==> config.mk <==
export PLATFORM = sky130hd
export DESIGN_NAME = led_mode_sequencer
export DESIGN_NICKNAME = d
export VERILOG_FILES = /design/src/rtl/led_mode_sequencer.sv
export SDC_FILE = /design/constraint.sdc
export NUM_CORES = 1
export LEC_CHECK = 0
export CAP_MARGIN = 30
export CORE_UTILIZATION = 45
export CTS_CLUSTER_DIAMETER = 80
export DETAILED_ROUTE_END_ITERATION = 6
export PLACE_DENSITY_LB_ADDON = 0.12
export RECOVER_POWER = 25
export SLEW_MARGIN = 20
export SYNTH_ARGS = -nofsm -noshare
export SYNTH_HDL_FRONTEND = slang
export SYNTH_SLANG_ARGS = --single-unit
==> constraint.sdc <==
create_clock -name clk -period 2 [get_ports clk]
set_input_delay 0.5 -clock clk [delete_from_list [all_inputs] [get_ports clk]]
set_output_delay 0.5 -clock clk [all_outputs]
set_load 0.02 [all_outputs]
==> src/rtl/led_mode_sequencer.sv <==
// led_mode_sequencer: debounced push button stepping two LEDs through modes.
// Optional LONG_PRESS_EN: a long hold forces mode OFF and pulses long_press.
module led_mode_sequencer #(
   parameter int DEBOUNCE_CYCLES   = 1000000,
   parameter int BLINK_CYCLES      = 12500000,
   parameter int LONG_PRESS_CYCLES = 100000000
) (
   input  logic       clk,
   input  logic       rst,
   input  logic       push_button,
   output logic       led_on_0,
   output logic       led_on_1,
   output logic [2:0] mode,
   output logic       press_pulse,
   output logic       long_press
);

   typedef enum logic [2:0] {
      OFF   = 3'd0,
      L0    = 3'd1,
      L1    = 3'd2,
      BOTH  = 3'd3,
      ALT   = 3'd4,
      BLINK = 3'd5
   } mode_e;

   localparam int DW = $clog2(DEBOUNCE_CYCLES);
   localparam int BW = $clog2(BLINK_CYCLES);
   localparam logic [DW-1:0] DB_LAST = DW'(DEBOUNCE_CYCLES - 1);
   localparam logic [BW-1:0] BL_LAST = BW'(BLINK_CYCLES - 1);

   if (DEBOUNCE_CYCLES < 2) begin : g_bad_db
      $error("DEBOUNCE_CYCLES must be at least 2");
   end
   if (BLINK_CYCLES < 2) begin : g_bad_bl
      $error("BLINK_CYCLES must be at least 2");
   end
   if (LONG_PRESS_CYCLES < 1) begin : g_bad_lp
      $error("LONG_PRESS_CYCLES must be at least 1");
   end

   logic          sync1;
   logic          sync2;
   logic          stable;
   logic          stable_d;
   logic [DW-1:0] db_cnt;
   logic          rise;
   logic          long_hit;
   logic [2:0]    mode_q;
   logic [2:0]    mode_next;
   logic [BW-1:0] blink_cnt;
   logic          phase;
   logic          led0_next;
   logic          led1_next;
   logic          pp_q;
   logic          lp_q;

   always_ff @(posedge clk or posedge rst) begin
      if (rst) begin
         sync1 <= 1'b0;
         sync2 <= 1'b0;
      end else begin
         sync1 <= push_button;
         sync2 <= sync1;
      end
   end

   // stable flips only after DEBOUNCE_CYCLES consecutive disagreeing samples
   always_ff @(posedge clk or posedge rst) begin
      if (rst) begin
         db_cnt   <= '0;
         stable   <= 1'b0;
         stable_d <= 1'b0;
      end else begin
         stable_d <= stable;
         if (sync2 == stable) begin
            db_cnt <= '0;
         end else if (db_cnt == DB_LAST) begin
            db_cnt <= '0;
            stable <= ~stable;
         end else begin
            db_cnt <= db_cnt + 1'b1;
         end
      end
   end

   assign rise = stable & ~stable_d;

`ifdef LONG_PRESS_EN
   localparam int HW = $clog2(LONG_PRESS_CYCLES + 1);
   localparam logic [HW-1:0] HOLD_MAX = HW'(LONG_PRESS_CYCLES);
   localparam logic [HW-1:0] HOLD_HIT = HW'(LONG_PRESS_CYCLES - 1);

   logic [HW-1:0] hold_cnt;

   // saturates so a single hold fires at most once
   always_ff @(posedge clk or posedge rst) begin
      if (rst) begin
         hold_cnt <= '0;
      end else if (!stable) begin
         hold_cnt <= '0;
      end else if (hold_cnt != HOLD_MAX) begin
         hold_cnt <= hold_cnt + 1'b1;
      end
   end

   assign long_hit = stable & (hold_cnt == HOLD_HIT);
`else
   assign long_hit = 1'b0;
`endif

   always_ff @(posedge clk or posedge rst) begin
      if (rst) begin
         mode_q <= OFF;
      end else begin
         mode_q <= mode_next;
      end
   end

   always_comb begin
      mode_next = mode_q;
      unique case (mode_q)
         OFF:     if (rise) mode_next = L0;
         L0:      if (rise) mode_next = L1;
         L1:      if (rise) mode_next = BOTH;
         BOTH:    if (rise) mode_next = ALT;
         ALT:     if (rise) mode_next = BLINK;
         BLINK:   if (rise) mode_next = OFF;
         default: mode_next = OFF;
      endcase
      if (long_hit) begin
         mode_next = OFF;
      end
   end

   // restart on mode change so every pattern opens with its on half
   always_ff @(posedge clk or posedge rst) begin
      if (rst) begin
         blink_cnt <= '0;
         phase     <= 1'b1;
      end else if (mode_next != mode_q) begin
         blink_cnt <= '0;
         phase     <= 1'b1;
      end else if (blink_cnt == BL_LAST) begin
         blink_cnt <= '0;
         phase     <= ~phase;
      end else begin
         blink_cnt <= blink_cnt + 1'b1;
      end
   end

   always_comb begin
      led0_next = 1'b0;
      led1_next = 1'b0;
      unique case (mode_q)
         L0: led0_next = 1'b1;
         L1: led1_next = 1'b1;
         BOTH: begin
            led0_next = 1'b1;
            led1_next = 1'b1;
         end
         ALT: begin
            led0_next = phase;
            led1_next = ~phase;
         end
         BLINK: begin
            led0_next = phase;
            led1_next = phase;
         end
         default: ;
      endcase
   end

   always_ff @(posedge clk or posedge rst) begin
      if (rst) begin
         led_on_0 <= 1'b0;
         led_on_1 <= 1'b0;
         pp_q     <= 1'b0;
         lp_q     <= 1'b0;
      end else begin
         led_on_0 <= led0_next;
         led_on_1 <= led1_next;
         pp_q     <= rise;
         lp_q     <= long_hit;
      end
   end

   assign mode        = mode_q;
   assign press_pulse = pp_q;
   assign long_press  = lp_q;

endmodule

==> impl_metrics.py, run 1 <==
metrics = {
    "sta": {
        "setup_viol": 0,
        "clock-skew-final_ps": 10.8,
        "whs_ps": 358,
        "setup_tns_ps": 0,
        "rsz0062_at_grt": "true",
        "finalHoldViolCount": 0,
        "fin_ws_ps": 30.4,
        "slew_headroom": 0.490,
        "post-route-min-period_ps": 1970,
        "worst_pin_slew_ps": 766,
        "period_share": 0.985,
        "drv_slew": 0,
        "timing.fmax_ghz": 0.508,
    },
    "clock_tree": {
        "cts-hold-fix-buffers": 0,
        "clockBufferDepth": 2,
        "cts-htree-levels": 2,
        "cts_sinks": 55,
        "path_clk_slew_ps": 100,
        "numCtsBuffers": 5,
        "root_buffer": "clkbuf_8",
        "clk_latency_ps": 310,
        "cts_tree": "yes",
    },
    "hold_path": {
        "min_path_cells": 0,
        "hold_class": "reg -> reg",
    },
    "power": {
        "ir_drop_mv": 0.290,
        "p_leak_nw": 1.37,
        "switching_share": 0.210,
        "p_seq_frac": 0.577,
        "netSwitchingPower_w": 0.000409,
        "combPwrFrac": 0.025,
        "power.density_mw_per_mm2": 578,
        "p_int_w": 0.00154,
        "clkPwrFrac": 0.398,
    },
    "grt": {
        "antenna_found_initial": 0,
        "overflow": 0,
        "grt_util_all_layers": 0.191,
        "grt_max_degree": 56,
        "grt_pass1_wl_um": 9690,
        "grt_pass1_vias": 2128,
    },
    "yosys": {
        "ys_top_cells_by_area": "dfrtp_1, xor2_1, xnor2_1",
        "synth.distinct_cells": 44,
        "seq_area_frac_synth": 0.485,
        "synth-edff-count": 0,
        "synth_warnings": 0,
        "synthArstFlopShare": 1.00,
        "synthDominantCellAreaShare": 0.476,
        "yosysMostFrequentCell": "dfrtp_1",
        "syn_nets": 282,
        "synth_top_cell_by_area": "dfrtp_1",
        "avgSynthCellArea_um2": 10.4,
        "synth_commonest_cells": "dfrtp_1, nor2_1, nor3_1",
        "synth_area_mm2": 0.00284,
        "synth_ff_type": "dfrtp_1",
        "ys_seq_elements": 55,
        "postSynthCellCount": 274,
    },
    "die": {
        "rows": 28,
        "start_util": 0.474,
        "dieArea_mm2": 0.00663,
        "die_w_um": 81.4,
        "ios": 10,
        "fp.dieH_um": 81.4,
        "core_area_mm2": 0.00599,
    },
    "flow_run": {
        "maxCapViolCount": 0,
    },
    "outcome": {
        "status": "finished, final reports clean",
    },
    "critical_path": {
        "cp_slowest_cell": "or4_4",
        "arrival_ps": 2200,
        "critPathRequiredTime_ps": 2230,
        "r2r_slack_ps": 30,
        "worstPathMaxFanout": 8,
        "slowest_delay_ps": 570,
        "r2r_start": "blink_cnt[1]",
        "cp-startpoint": "blink_cnt[1]",
        "criticalPathCategory": "reg -> reg",
        "cp-end-kind": "flip-flop",
        "path_cells": "ha_2 -> nand4_1 -> or4_4 -> or4_4 -> a211oi_2",
        "reg2reg_depth": 5,
        "crit_buf_inv": 0,
        "setup.worst_path.end": "blink_cnt[18]",
        "path_common_cell": "or4_4",
        "r2r_end": "blink_cnt[18]",
        "crit_cells": 5,
        "cp-start-kind": "flip-flop",
        "critPathTopFamily": "simple AND/OR/NAND/NOR gates",
    },
    "final_layout": {
        "diodes": 0,
        "post_route_cells_drive_above_1_share": 0.214,
        "n_fill_cell": 528,
        "area_delta_synth_final_pct": 18.6,
        "final_nets": 320,
    },
    "route": {
        "vias": 2205,
        "wl_per_cell_um": 14.5,
        "route.detailed.drc": 0,
        "routed_wl_um": 5620,
        "dr.pass1.iters": 4,
        "ant_nets": 0,
        "viasPerCell": 5.68,
        "drt-initial-drc-count": 105,
    },
    "place": {
        "dp_slack_ps": -12.6,
        "hpwl_um": 3850,
        "place.gp.congestion": 0.747,
        "portBuffers": 8,
    },
}
## metrics by stage
| stage | util | cells | instance area, µm² | power [W] |
|---|---|---|---|---|
| 4_1_cts | 0.557 | 383 | 3340 | 0.00198 |
| 3_5_place_dp | 0.533 | 373 | 3200 | 0.00120 |
| 6_report | 0.562 | 388 | 3370 | 0.00195 |
| 3_3_place_gp | 0.533 | 373 | 3200 | 0.00120 |
| 2_1_floorplan | - | 274 | 2850 | 0.00118 |
| 5_1_grt | 0.562 | 388 | 3370 | 0.00202 |
## layer usage
metal	up-vias	track usage	part of all wire
met5	-	0	0
li1	1091	-	-
met2	20	0.334	0.50
met1	1087	0.240	0.46
met4	0	0.0643	0.014
met3	7	0.0267	0.022
## worst reg2reg max path, cell delays in order, from the launching register on
cell	delay, ps
dfrtp_1	360
ha_2	180
nand4_1	100
or4_4	570
or4_4	500
a211oi_2	190
## flip-flops by register name (all words and copies together) (netlist names)
signal       count
mode             3
blink_cnt       24
sync1            1
led_on_1         1
sync2            1
phase            1
db_cnt          20
stable           1
stable_d         1
led_on_0         1
press_pulse      1
## kinds of logic after synthesis
family,share of synthesized area
mux,0.00396
flops,0.485
compound gates,0.115
buf+inv,0.0388
fa+ha+maj,0.0220
simple gates,0.257
xor+xnor,0.0771
other cells,0.00132
## cells in the final DEF, fill, tap and decap left out, types with 5 or more instances in the layout
master	instances
o31ai_1	10
buf_4	30
nand2_1	13
clkdlybuf4s50_1	5
nor2_1	19
clkbuf_8	6
a21oi_1	8
inv_1	10
nor3_1	15
or4_4	6
xnor2_1	12
o21ai_0	11
or4_1	6
dfrtp_1	52
or3_1	10
a211oi_1	9
nand3_1	13
xor2_1	13
and4_1	5
nand4_1	11
## worst min path at each step
stage          start     to  slack [ps]
4_1_cts        sync1  sync2         360
3_5_place_dp   sync1  sync2         340
6_report       sync1  sync2         360
3_3_place_gp   sync1  sync2         330
5_1_grt        sync1  sync2         370
2_1_floorplan  sync1  sync2         330
## what timing repair did
| item | in CTS | in global routing |
|---|---|---|
| cloned | 0 | 0 |
| resized for setup | 2 | 2 |
| pin swaps | 2 | 1 |
| setup buffers | 2 | 5 |
| setup endpoints to repair | 1 | 9 |
## final cells by class
type / instances / area, µm² / share of cell area
Clock inverter: 2 / 35.0 / 0.0104
Sequential cell: 55 / 1380 / 0.410
Tap cell: 75 / 93.8 / 0.0278
Clock buffer: 6 / 82.6 / 0.0245
Inverter: 11 / 41.3 / 0.0123
Timing Repair Buffer: 41 / 355 / 0.105
Multi-Input combinational cell: 198 / 1380 / 0.410
## power by group through the flow
stage	sequential, W	combinational (W)	clock, W
2_1_floorplan	0.00114	0.0000348	0
3_3_place_gp	0.00115	0.0000559	0
3_5_place_dp	0.00115	0.0000562	0
4_1_cts	0.00112	0.0000563	0.000797
5_1_grt	0.00112	0.0000565	0.000841
6_report	0.00112	0.0000490	0.000775
(Power assumes the default switching activity.)
==> inputs of run 2 (changes only) <==
==> constraint.sdc (replaced) <==
create_clock -name clk -period 1.7 [get_ports clk]
set_input_delay 0.425 -clock clk [delete_from_list [all_inputs] [get_ports clk]]
set_output_delay 0.425 -clock clk [all_outputs]
set_load 0.02 [all_outputs]
==> run 2 against run 1 <==
  * The run now ends with negative setup slack left
  * Maximum frequency is 0.11% lower
  * Critical endpoint is now blink_cnt[14]
  * Hold slack got worse by 2.9 ps
  * Global-route usage up 2.7 points
==> impl_metrics.py, run 2 (synthesis results as in run 1) <==
metrics = {
    "critical_path": {
        "critPathTopFamily": "simple AND/OR/NAND/NOR gates",
        "cp-start-kind": "flip-flop",
        "crit_buf_inv": 1,
        "critPathRequiredTime_ps": 1920,
        "worstPathMaxFanout": 6,
        "criticalPathCategory": "reg -> reg",
        "cp-end-kind": "flip-flop",
        "arrival_ps": 2200,
        "slowest_delay_ps": 560,
        "cp_slowest_cell": "or4_4",
        "path_cells": "ha_2 -> nand4_1 -> or4_4 -> buf_4 -> or3_1 -> a211oi_2",
    },
    "final_layout": {
        "post_route_cells_drive_above_1_share": 0.437,
        "final_common_cell": "dfrtp_1",
        "largest_register": "blink_cnt",
        "layout.cells.non_filler": 423,
        "layout_common_cells": "dfrtp_1, buf_4, xor2_1",
        "final_area_mm2": 0.00404,
        "diodes": 0,
        "area_delta_synth_final_pct": 42.1,
        "final_nets": 356,
        "largest_reg_flops": 24,
    },
    "route": {
        "routed_wl_um": 6850,
        "route.detailed.drc": 0,
        "vias": 2420,
        "ant_nets": 0,
        "dr.pass1.iters": 4,
        "drt-initial-drc-count": 139,
        "wl_per_cell_um": 16.2,
        "viasPerCell": 5.72,
    },
    "clock_tree": {
        "cts_tree": "yes",
        "path_clk_slew_ps": 90,
        "cts_sinks": 55,
        "clk_latency_ps": 310,
        "cts-htree-levels": 2,
        "clockBufferDepth": 2,
        "cts-hold-fix-buffers": 0,
        "numCtsBuffers": 5,
        "root_buffer": "clkbuf_8",
    },
    "hold_path": {
        "hold_class": "reg -> reg",
    },
    "die": {
        "fp.dieH_um": 81.4,
        "start_util": 0.474,
        "core_area_mm2": 0.00599,
        "die_w_um": 81.4,
        "rows": 28,
        "ios": 10,
        "dieArea_mm2": 0.00663,
    },
    "sta": {
        "finalHoldViolCount": 0,
        "drv_slew": 0,
        "setup_viol": 42,
        "period_share": 1.16,
        "timing.fmax_ghz": 0.507,
        "clock-skew-final_ps": 12.8,
        "worst_pin_slew_ps": 764,
        "rsz0062_at_grt": "true",
        "fin_ws_ps": -272,
        "post-route-min-period_ps": 1970,
        "slew_headroom": 0.491,
    },
    "power": {
        "p_leak_nw": 1.67,
        "power.density_mw_per_mm2": 565,
        "ir_drop_mv": 0.384,
        "power_w": 0.00228,
    },
    "grt": {
        "antenna_found_initial": 0,
        "grt_pass1_vias": 2316,
        "grt_max_degree": 56,
        "overflow": 0,
        "grt_util_all_layers": 0.217,
        "grt_pass1_wl_um": 11000,
    },
    "place": {
        "place_inst": 397,
        "hpwl_um": 4020,
        "placed_cell_area_mm2": 0.00341,
        "dp_slack_ps": -253,
        "place.gp.congestion": 0.825,
        "portBuffers": 8,
    },
    "flow_run": {
        "maxCapViolCount": 0,
    },
    "outcome": {
        "status": "complete, but fails checks",
        "violations": "negative setup slack",
    },
}
-- run 2: per-layer routing --
| layer | global-route usage | wire, µm |
|---|---|---|
| met1 | 0.291 | 3110 |
| met4 | 0.0589 | 143 |
| met5 | 0 | 0 |
| met2 | 0.363 | 3390 |
| met3 | 0.0367 | 218 |
-- run 2: through the flow --
step | setup TNS, ps | util | hold WS [ps]
after floorplan | -2110 | - | 331
after global placement | -1940 | 0.569 | 332
after detailed placement | -2630 | 0.569 | 336
after CTS | -2990 | 0.634 | 360
after global routing | -6580 | 0.674 | 373
final | -4620 | 0.674 | 355
-- run 2: timing repair --
item / in CTS / in global routing
setup endpoints to repair: 28 / 47
pin swaps: 26 / 24
gates resized for setup: 43 / 44
setup buffers: 11 / 8
cloned: 2 / 3
-- run 2: final cells by class --
| class | count | area [µm²] |
|---|---|---|
| Timing Repair Buffer | 77 | 738 |
| Inverter | 11 | 45.0 |
| Sequential cell | 55 | 1380 |
| Clock inverter | 2 | 37.5 |
| Clock buffer | 5 | 68.8 |
| Fill cell | 466 | 1950 |
| Tap cell | 75 | 93.8 |
| Multi-Input combinational cell | 198 | 1670 |
-- run 2: path summary, 6_finish.rpt --
path	from	end	slack, ps	depth (start not counted)
hold reg to reg	sync1	sync2	360	0
max in group asynchronous	rst	mode[1]	310	3
setup reg to reg	blink_cnt[1]	blink_cnt[14]	-270	6
min in group asynchronous	rst	db_cnt[5]	850	3
setup / recovery	blink_cnt[1]	blink_cnt[14]	-270	6
hold / removal	sync1	sync2	360	0
-- run 2: power breakdown --
part	switching [W]	internal, W
Clock	0.000430	0.000431
Combinational	0.0000591	0.0000373
Sequential	0.00000651	0.00132
==> inputs of run 3 (changes only) <==
--- a/config.mk
+++ b/config.mk
@@ -6,12 +6,14 @@
 export NUM_CORES = 1
 export LEC_CHECK = 0
 export CAP_MARGIN = 30
-export CORE_UTILIZATION = 45
+export CELL_PAD_IN_SITES_DETAIL_PLACEMENT = 1
+export CELL_PAD_IN_SITES_GLOBAL_PLACEMENT = 2
+export CORE_UTILIZATION = 36
 export CTS_CLUSTER_DIAMETER = 80
 export DETAILED_ROUTE_END_ITERATION = 6
 export PLACE_DENSITY_LB_ADDON = 0.12
 export RECOVER_POWER = 25
-export SLEW_MARGIN = 20
+export SLEW_MARGIN = 10
 export SYNTH_ARGS = -nofsm -noshare
 export SYNTH_HDL_FRONTEND = slang
 export SYNTH_SLANG_ARGS = --single-unit
==> constraint.sdc (replaced) <==
create_clock -name clk -period 1.7 [get_ports clk]
set_input_delay 0.425 -clock clk [delete_from_list [all_inputs] [get_ports clk]]
set_output_delay 0.425 -clock clk [all_outputs]
set_load 0.01 [all_outputs]
==> run 3 against run 2 <==
  * The flow still finishes with violations (negative setup slack)
  * Critical path depth is 1 lower
  * Sequential cell count did not move
  * Die area rose by 24%
  * Combinational power decreased by 31%
  * Final area fell by 1.8%
  * Clock power is 8.8% lower
  * Sequential power barely moved
  * Clock skew increased by 5.7 ps
  * Hold slack better by 21 ps
  * Final cell count grew 6.9%
  * Via count barely moved
==> impl_metrics.py, run 3 (synthesis results as in run 1) <==
metrics = {
    "power": {
        "p_leak_nw": 1.62,
        "power.density_mw_per_mm2": 549,
        "power_w": 0.00217,
        "ir_drop_mv": 0.382,
    },
    "die": {
        "dieArea_mm2": 0.00825,
        "fp.dieH_um": 90.8,
        "start_util": 0.369,
        "rows": 32,
        "die_w_um": 90.8,
        "ios": 10,
        "core_area_mm2": 0.00769,
    },
    "outcome": {
        "status": "complete, but fails checks",
        "violations": "negative setup slack",
    },
    "grt": {
        "grt_util_all_layers": 0.194,
        "grt_pass1_vias": 2622,
        "grt_max_degree": 26,
        "antenna_found_initial": 0,
        "overflow": 0,
        "grt_pass1_wl_um": 12900,
    },
    "sta": {
        "slew_headroom": 0.579,
        "period_share": 1.19,
        "clock-skew-final_ps": 18.4,
        "whs_ps": 377,
        "timing.fmax_ghz": 0.494,
        "drv_slew": 0,
        "worst_pin_slew_ps": 629,
        "post-route-min-period_ps": 2030,
        "setup_tns_ps": -4430,
        "setup_viol": 25,
        "rsz0062_at_grt": "true",
        "fin_ws_ps": -326,
        "finalHoldViolCount": 0,
    },
    "final_layout": {
        "largest_register": "blink_cnt",
        "area_delta_synth_final_pct": 39.5,
        "layout_common_cells": "buf_4, dfrtp_1, nor2_1, xor2_1, xnor2_1",
        "layout.cells.non_filler": 452,
        "largest_reg_flops": 24,
        "fin_util": 0.515,
        "post_route_cells_drive_above_1_share": 0.383,
        "diodes": 0,
        "final_nets": 357,
        "final_common_cell": "buf_4",
    },
    "hold_path": {
        "min_path_cells": 0,
        "worst_hold_path.endpoint": "sync2",
        "hold_path_startpoint": "sync1",
        "hold_class": "reg -> reg",
    },
    "critical_path": {
        "r2r_end": "blink_cnt[20]",
        "worstPathMaxFanout": 8,
        "cp-end-kind": "flip-flop",
        "r2r_slack_ps": -330,
        "r2r_start": "blink_cnt[0]",
        "arrival_ps": 2260,
        "cp-start-kind": "flip-flop",
        "criticalPathCategory": "reg -> reg",
        "reg2reg_depth": 5,
        "critPathRequiredTime_ps": 1930,
    },
    "clock_tree": {
        "cts-htree-levels": 2,
        "cts-hold-fix-buffers": 0,
        "path_clk_slew_ps": 110,
        "root_buffer": "clkbuf_8",
        "clockBufferDepth": 2,
        "cts_sinks": 55,
        "clk_latency_ps": 310,
        "cts_tree": "yes",
        "numCtsBuffers": 5,
    },
    "place": {
        "place.gp.congestion": 0.744,
        "hpwl_um": 4890,
        "portBuffers": 8,
        "place_inst": 428,
    },
    "route": {
        "viasPerCell": 5.36,
        "routed_wl_um": 7500,
        "ant_nets": 0,
        "dr.pass1.iters": 4,
        "drt-initial-drc-count": 85,
        "wl_per_cell_um": 16.6,
        "vias": 2421,
        "route.detailed.drc": 0,
    },
    "flow_run": {
        "maxCapViolCount": 0,
    },
}
[run 3: per-layer routing]
| metal | part of all wire | global-route usage |
|---|---|---|
| met1 | 0.44 | 0.245 |
| met2 | 0.52 | 0.346 |
| met3 | 0.017 | 0.0278 |
| met4 | 0.019 | 0.0529 |
| met5 | 0 | 0 |
[run 3: cell type report]
type	instances	area (µm²)
timing repair buffer	77	712
sequential	55	1380
multi-input combinational	199	1610
tap	102	128
clock buffer	7	86.3
clock inverter	1	8.76
inverter	11	42.5
fill	882	3720
[run 3: worst max-delay path: stages, from the launching register on]
cell and delay, ps:
dfrtp_1 370, ha_2 190, nand4_1 120, or4_4 570, or4_4 500, a211oi_2 210
[run 3: power by group]
group          internal, W  switching, W
registers          0.00132    0.00000703
clock network     0.000336      0.000450
logic            0.0000216     0.0000444
total              0.00167      0.000501
[run 3: timing repair]
action                                  in CTS  in global routing
endpoints found under the setup margin      33                 44
endpoints found under the hold margin        0                  0
buffers inserted                             8                  6
resized for setup                           38                 21
gates cloned                                 2                  1
pin swaps                                   19                  6
[run 3: worst max-delay path by stage]
stage / to / from
4_1_cts: blink_cnt[20] / blink_cnt[1]
5_1_grt: blink_cnt[20] / blink_cnt[1]
6_report: blink_cnt[20] / blink_cnt[0]
2_1_floorplan: blink_cnt[20] / blink_cnt[0]
3_3_place_gp: blink_cnt[20] / blink_cnt[1]
3_5_place_dp: blink_cnt[20] / blink_cnt[0]
[run 3: through the flow]
step                cell area, µm²  worst slack, ps
floorplan                     2910             -316
global placement              3490             -228
detailed placement            3490             -300
CTS                           3840             -290
global route                  3960             -402
finish                        3960             -326
==> patch 1 (flow settings as in run 2) <==
Add an input register stage for `push_button`; this delays it by one clock.
--- a/src/rtl/led_mode_sequencer.sv
+++ b/src/rtl/led_mode_sequencer.sv
@@ -28,6 +28,12 @@
    localparam int BW = $clog2(BLINK_CYCLES);
    localparam logic [DW-1:0] DB_LAST = DW'(DEBOUNCE_CYCLES - 1);
    localparam logic [BW-1:0] BL_LAST = BW'(BLINK_CYCLES - 1);
+
+   logic push_button_q;
+
+   always_ff @(posedge clk) begin
+      push_button_q <= push_button;
+   end
 
    if (DEBOUNCE_CYCLES < 2) begin : g_bad_db
       $error("DEBOUNCE_CYCLES must be at least 2");
@@ -60,7 +66,7 @@
          sync1 <= 1'b0;
          sync2 <= 1'b0;
       end else begin
-         sync1 <= push_button;
+         sync1 <= push_button_q;
          sync2 <= sync1;
       end
    end
Formal check against the unedited RTL: same outputs for any inputs over 10 cycles, from zero or initial values and one cycle with rst high; that may be too few to reach the edited logic, so the function may still have changed.
==> patch 1 against run 2 <==
  * The flow still finishes with violations (setup timing)
  * Maximum frequency grew 7.9%
  * Setup slack gained 140 ps
  * Sequential cell count grew 1
  * Area after synthesis shrank 3.3%
  * Non-clock buffer count shrank 1
  * Cell count grew 0.95%
  * Global-route usage shrank 1.9 points
  * Design area shrank 5.3%
  * Synthesized cell count grew 1.1%
  * Wire length shrank 6.2%
  * Via count shrank 3.4%
  * Total power shrank 1.8%
  * First-iteration DRC count shrank 24%
  * Critical endpoint is now blink_cnt[18]$_DFF_PP0_
  * Highest routed layer unchanged
==> patch 1: results (changes against run 2) <==
{| class="wikitable"
! Metric !! Value
|-
| Result of the run || finished with violations
|-
| Clock network area share || 0.02619 (-0.0001619)
|-
| Number of buffers other than clock buffers in the final layout || 76 (-1.3%)
|-
| # fillers || 477 (+2.4%)
|-
| Tightest hold margin || 342.2 ps (-13.18 ps)
|-
| Pre-CTS setup slack || -100.8 ps (+152.6 ps)
|-
| Biggest area contributors in the synthesized netlist || dfrtp_1, xnor2_1, nor2_1
|-
| Area of the multi-input gates || 1538 µm² (-8.0%)
|-
| Total number of nets in the final design || 359 (+0.84%)
|-
| Count of cells resized by post-cts repair || 13 (-70%)
|-
| Final estimated routing congestion in global placement || 0.8284 (+0.40%)
|-
| Fraction of layout cells with a size suffix above 1 || 0.3778 (-0.05894)
|-
| Worst hold endpoint || sync1$_DFF_PP0_
|-
| Placed wire-length estimate || 4236 µm (+5.4%)
|-
| Sequential fraction of design power || 0.601 (+0.021)
|-
| Setup Buffers After CTS || 3 (-8)
|-
| Worst Slack Setup Final || -127.2 ps (+144.6 ps)
|-
| Seq_cells || 56 (+1.8%)
|-
| Count of cells along the worst register-to-register path || 5 (-1)
|-
| Vias post-DR || 2337 (-3.4%)
|-
| GRT Overall Usage || 0.1985 (-0.01889)
|-
| Met2 track utilization from global routing || 0.3188 (-0.04370)
|-
| Worst setup skew after layout || 6.924 ps (-5.845 ps)
|-
| Final Power || 2.239 mW (-1.8%)
|-
| GR met1 Demand/Resource || 0.2667 (-0.02411)
|-
| Violated checks || setup timing
|-
| Number of failing setup endpoints in the final timing report || 28 (-33%)
|}
patch 1: cell types whose count changed after synthesis, sizes merged, moves of 3 or more:
| cell | delta |
|---|---|
| a211oi | -13 |
| a21oi | +7 |
| inv | -3 |
| nand2 | +4 |
| nand3 | +4 |
| nor2 | +18 |
| nor3 | -11 |
| nor4 | +3 |
| o31ai | -4 |
| or4 | -3 |
| xnor2 | +7 |
| xor2 | -3 |
patch 1: worst max path at each step:
stage,slack (ps),from,endpoint
6_report,-130,blink_cnt[8]$_DFF_PP0_,blink_cnt[18]$_DFF_PP0_
5_1_grt,-180,blink_cnt[10]$_DFF_PP0_,blink_cnt[18]$_DFF_PP0_
4_1_cts,-110,blink_cnt[1]$_DFF_PP0_,blink_cnt[18]$_DFF_PP0_
3_5_place_dp,-100,blink_cnt[10]$_DFF_PP0_,blink_cnt[19]$_DFF_PP0_
3_3_place_gp,-70,db_cnt[6]$_DFF_PP0_,db_cnt[17]$_DFF_PP0_
2_1_floorplan,-50,blink_cnt[7]$_DFF_PP0_,blink_cnt[19]$_DFF_PP0_
patch 1: cell families (layout without fill, tap and decap cells):
logic type,count (synthesis),count (layout),share of synthesized area
simple gates,130,130,0.2591
other cells,1,1,0.001365
xor+xnor,29,29,0.09244
compound gates,38,38,0.08424
buf+inv,17,92,0.02732
fa+ha+maj,5,5,0.02277
flops,56,56,0.5087
mux,1,1,0.004098
patch 1: per-stage QoR:
stage	cells	instance area, µm²	TNS [ps]
finish	427	3822	-886.3
global route	427	3822	-3964
CTS	416	3518	-471.9
detailed placement	405	3353	-724.9
global placement	405	3353	-382.5
floorplan	277	2819	-341.2
patch 1: layer usage:
layer,wire [µm],share of wire
met2,3103,0.48
met5,0,0
met1,3093,0.48
met4,87,0.014
met3,145,0.023
==> patch 2 (settings of run 2) <==
Without the edit above. `BLINK_CYCLES`: 12500000 -> 50000000.
--- a/src/rtl/led_mode_sequencer.sv
+++ b/src/rtl/led_mode_sequencer.sv
@@ -2,7 +2,7 @@
 // Optional LONG_PRESS_EN: a long hold forces mode OFF and pulses long_press.
 module led_mode_sequencer #(
    parameter int DEBOUNCE_CYCLES   = 1000000,
-   parameter int BLINK_CYCLES      = 12500000,
+   parameter int BLINK_CYCLES      = 50000000,
    parameter int LONG_PRESS_CYCLES = 100000000
 ) (
    input  logic       clk,
Formal check against the unedited RTL: same outputs for any inputs over 10 cycles, from zero or initial values and one cycle with rst high; that may be too few to reach the edited logic, so the function may still have changed.
==> patch 2 against run 2 <==
  * The flow still finishes with violations (setup timing)
  * Cell count up 3.5%
  * Total power rose by 9.2%
  * Count of clock-buffer cells in the layout is 6 higher
  * Area after synthesis is 0.13% lower
  * Design area shrank 5.9%
  * Critical endpoint is now blink_cnt[23]$_DFF_PP0_
  * Sequential power up 4%
  * Sequential cell count rose by 2
  * Synthesized cell count is 4.4% higher
  * Setup slack gained 240 ps
  * Wire length down 2.9%
==> patch 2: results (changes against run 2) <==
{| class="wikitable"
! Metric !! Value
|-
| GRT Overall Usage || 0.2184 (+0.001021)
|-
| Min-delay worst type || flip-flop to flip-flop
|-
| Placed wire-length estimate || 4471 µm (+11%)
|-
| Fraction of registers with async set/reset || 1.000 (unchanged)
|-
| Post-synth net total || 294 (+4.3%)
|-
| Violated checks || setup timing
|-
| Number of global-route vias before repair || 2275 (-1.8%)
|-
| Worst-Skew Late Latency || 330 ps (+20 ps)
|-
| Met2 track utilization from global routing || 0.3183 (-0.04417)
|-
| Setup TNS || -64.25 ps (+4556 ps)
|-
| Final estimated routing congestion in global placement || 0.8887 (+7.7%)
|-
| Fraction of layout cells with a size suffix above 1 || 0.2975 (-0.1393)
|-
| Number of detailed-routing iterations run before antenna repair || 4 (unchanged)
|-
| Number of warning messages in the yosys log || 0 (unchanged)
|-
| Violation count after the first detailed-route iteration || 166 (+19%)
|-
| Number of flops mapped to enable cells by yosys || 0 (unchanged)
|-
| Root Driver || clkbuf_8
|-
| Number of buffers created by CTS || 9 (+4)
|-
| First-pass GRT wire length || 10920 µm (-0.26%)
|-
| Largest register FFs || 26 (+8.3%)
|-
| Commonest cells in the netlist || dfrtp_1, nor2_1, a21oi_1, nand2_1
|-
| Vias post-DR || 2401 (-0.79%)
|-
| Sequential fraction of the synthesis area || 0.5033 (+0.01829)
|-
| Pre-CTS setup slack || -16.32 ps (+237.0 ps)
|-
| Routing usage on met3 || 0.04045 (+0.003783)
|-
| Result of the run || finished with violations
|-
| Largest reg by FF count || blink_cnt
|-
| Total number of nets in the final design || 367 (+3.1%)
|-
| Power Internal || 1.907 mW (+6.9%)
|-
| Static leakage || 1.703 nW (+2.1%)
|-
| Maximum root-to-sink buffer count || 2 (unchanged)
|-
| Setup Buffers After CTS || 3 (-8)
|-
| Clock input transition at the sequential cells of the worst setup and hold paths || 60 ps (-30 ps)
|-
| Worst Slack Setup Final || -34.14 ps (+237.7 ps)
|-
| Per-cell routed wire length || 15.20 µm (-6.2%)
|-
| Count of cells resized by post-cts repair || 6 (-86%)
|-
| Post-synth cell types || 39 (-11%)
|-
| Worst setup skew after layout || 13.70 ps (+0.9271 ps)
|-
| Data arrival, critical path || 1980 ps (-220 ps)
|-
| VDD IR max || 0.0004629 V (+21%)
|-
| Antenna violations before repair || 0 (unchanged)
|-
| GR met1 Demand/Resource || 0.3217 (+0.03093)
|-
| Die Area || 6625 µm² (-0.12%)
|-
| Number of failing setup endpoints in the final timing report || 4 (-90%)
|-
| CTS H-tree depth || 3 (+1)
|-
| Antenna cell count || 0 (unchanged)
|-
| Largest net degree at the start of global routing || 26 (-54%)
|-
| Biggest area contributors in the synthesized netlist || dfrtp_1, xnor2_1, nor2_1
|-
| Number of buffers added on ports || 8 (unchanged)
|-
| Largest fanout on the critical path || 9 (+3)
|-
| Measured slew at the worst slew-check pin || 837.0 ps (+72.81 ps)
|}
## patch 2: cell count changes in the layout (fill, tap and decap cells not counted), moves of 6 or more
cell             run 2  this run
nand3_1             11        17
nor3_2              10         1
a211oi_2            12         0
xnor2_1             12        18
nor2_4               8         0
buf_6               11         5
nand2_1             12        18
nor2_1              10        33
a21oi_1              1        15
## patch 2: cells by family after synthesis
| family | share of synthesized area |
|---|---|
| other | 0.001322 |
| flip-flops | 0.5033 |
| XOR/XNOR | 0.08954 |
| multiplexers | 0.003970 |
| AND/OR/NAND/NOR | 0.2669 |
| buffers and inverters | 0.02470 |
| AO/OA/AOI/OAI | 0.08822 |
| adder cells (fa/ha/maj) | 0.02206 |
## patch 2: final timing paths
kind | from | endpoint | slack (ps) | depth (start not counted)
max in group asynchronous | rst | blink_cnt[14]$_DFF_PP0_ | 460 | 3
hold / removal | sync1$_DFF_PP0_ | sync2$_DFF_PP0_ | 360 | 0
setup / recovery | blink_cnt[0]$_DFF_PP0_ | blink_cnt[23]$_DFF_PP0_ | -30 | 6
setup reg to reg | blink_cnt[0]$_DFF_PP0_ | blink_cnt[23]$_DFF_PP0_ | -30 | 6
min in group asynchronous | rst | blink_cnt[6]$_DFF_PP0_ | 680 | 2
hold reg to reg | sync1$_DFF_PP0_ | sync2$_DFF_PP0_ | 360 | 0
## patch 2: layout make-up
cell class / instances / area, µm²
inverter: 10 / 38.79
clock buffer: 11 / 131.4
fill: 507 / 2191
sequential: 57 / 1431
tap: 75 / 93.84
clock inverter: 4 / 22.52
multi-input combinational: 212 / 1486
timing repair buffer: 69 / 595.6
## patch 2: worst max-delay path, cell delays in order, from the launching register on
cell     delay (ps)
dfrtp_1         410
buf_4           130
and4_4          230
nand2_2          80
buf_6           150
or4_1           500
a21oi_1         150
## patch 2: power groups by stage
stage | Sequential, mW | Clock (mW) | Combinational [mW]
final | 1.37 | 1.04 | 0.0813
after global routing | 1.37 | 1.12 | 0.0924
after CTS | 1.37 | 1.06 | 0.0794
after detailed placement | 1.40 | 0 | 0.0780
after global placement | 1.40 | 0 | 0.0763
after floorplan | 1.40 | 0 | 0.0438
## patch 2: through the flow
step | instances | power (mW) | utilization | area (µm²) | hold slack (ps)
after global routing | 438 | 2.585 | 0.6343 | 3800 | 377.7
after floorplan | 286 | 1.439 | - | 2884 | 331.2
final | 438 | 2.489 | 0.6343 | 3800 | 355.0
after detailed placement | 412 | 1.475 | 0.5737 | 3437 | 341.9
after global placement | 412 | 1.473 | 0.5737 | 3437 | 335.1
after CTS | 430 | 2.509 | 0.6046 | 3622 | 355.7
## patch 2: per-layer routing
layer | wire length, µm | part of all wire
met5 | 0 | 0
met4 | 40 | 0.0060
met3 | 199 | 0.030
met2 | 3101 | 0.47
met1 | 3315 | 0.50
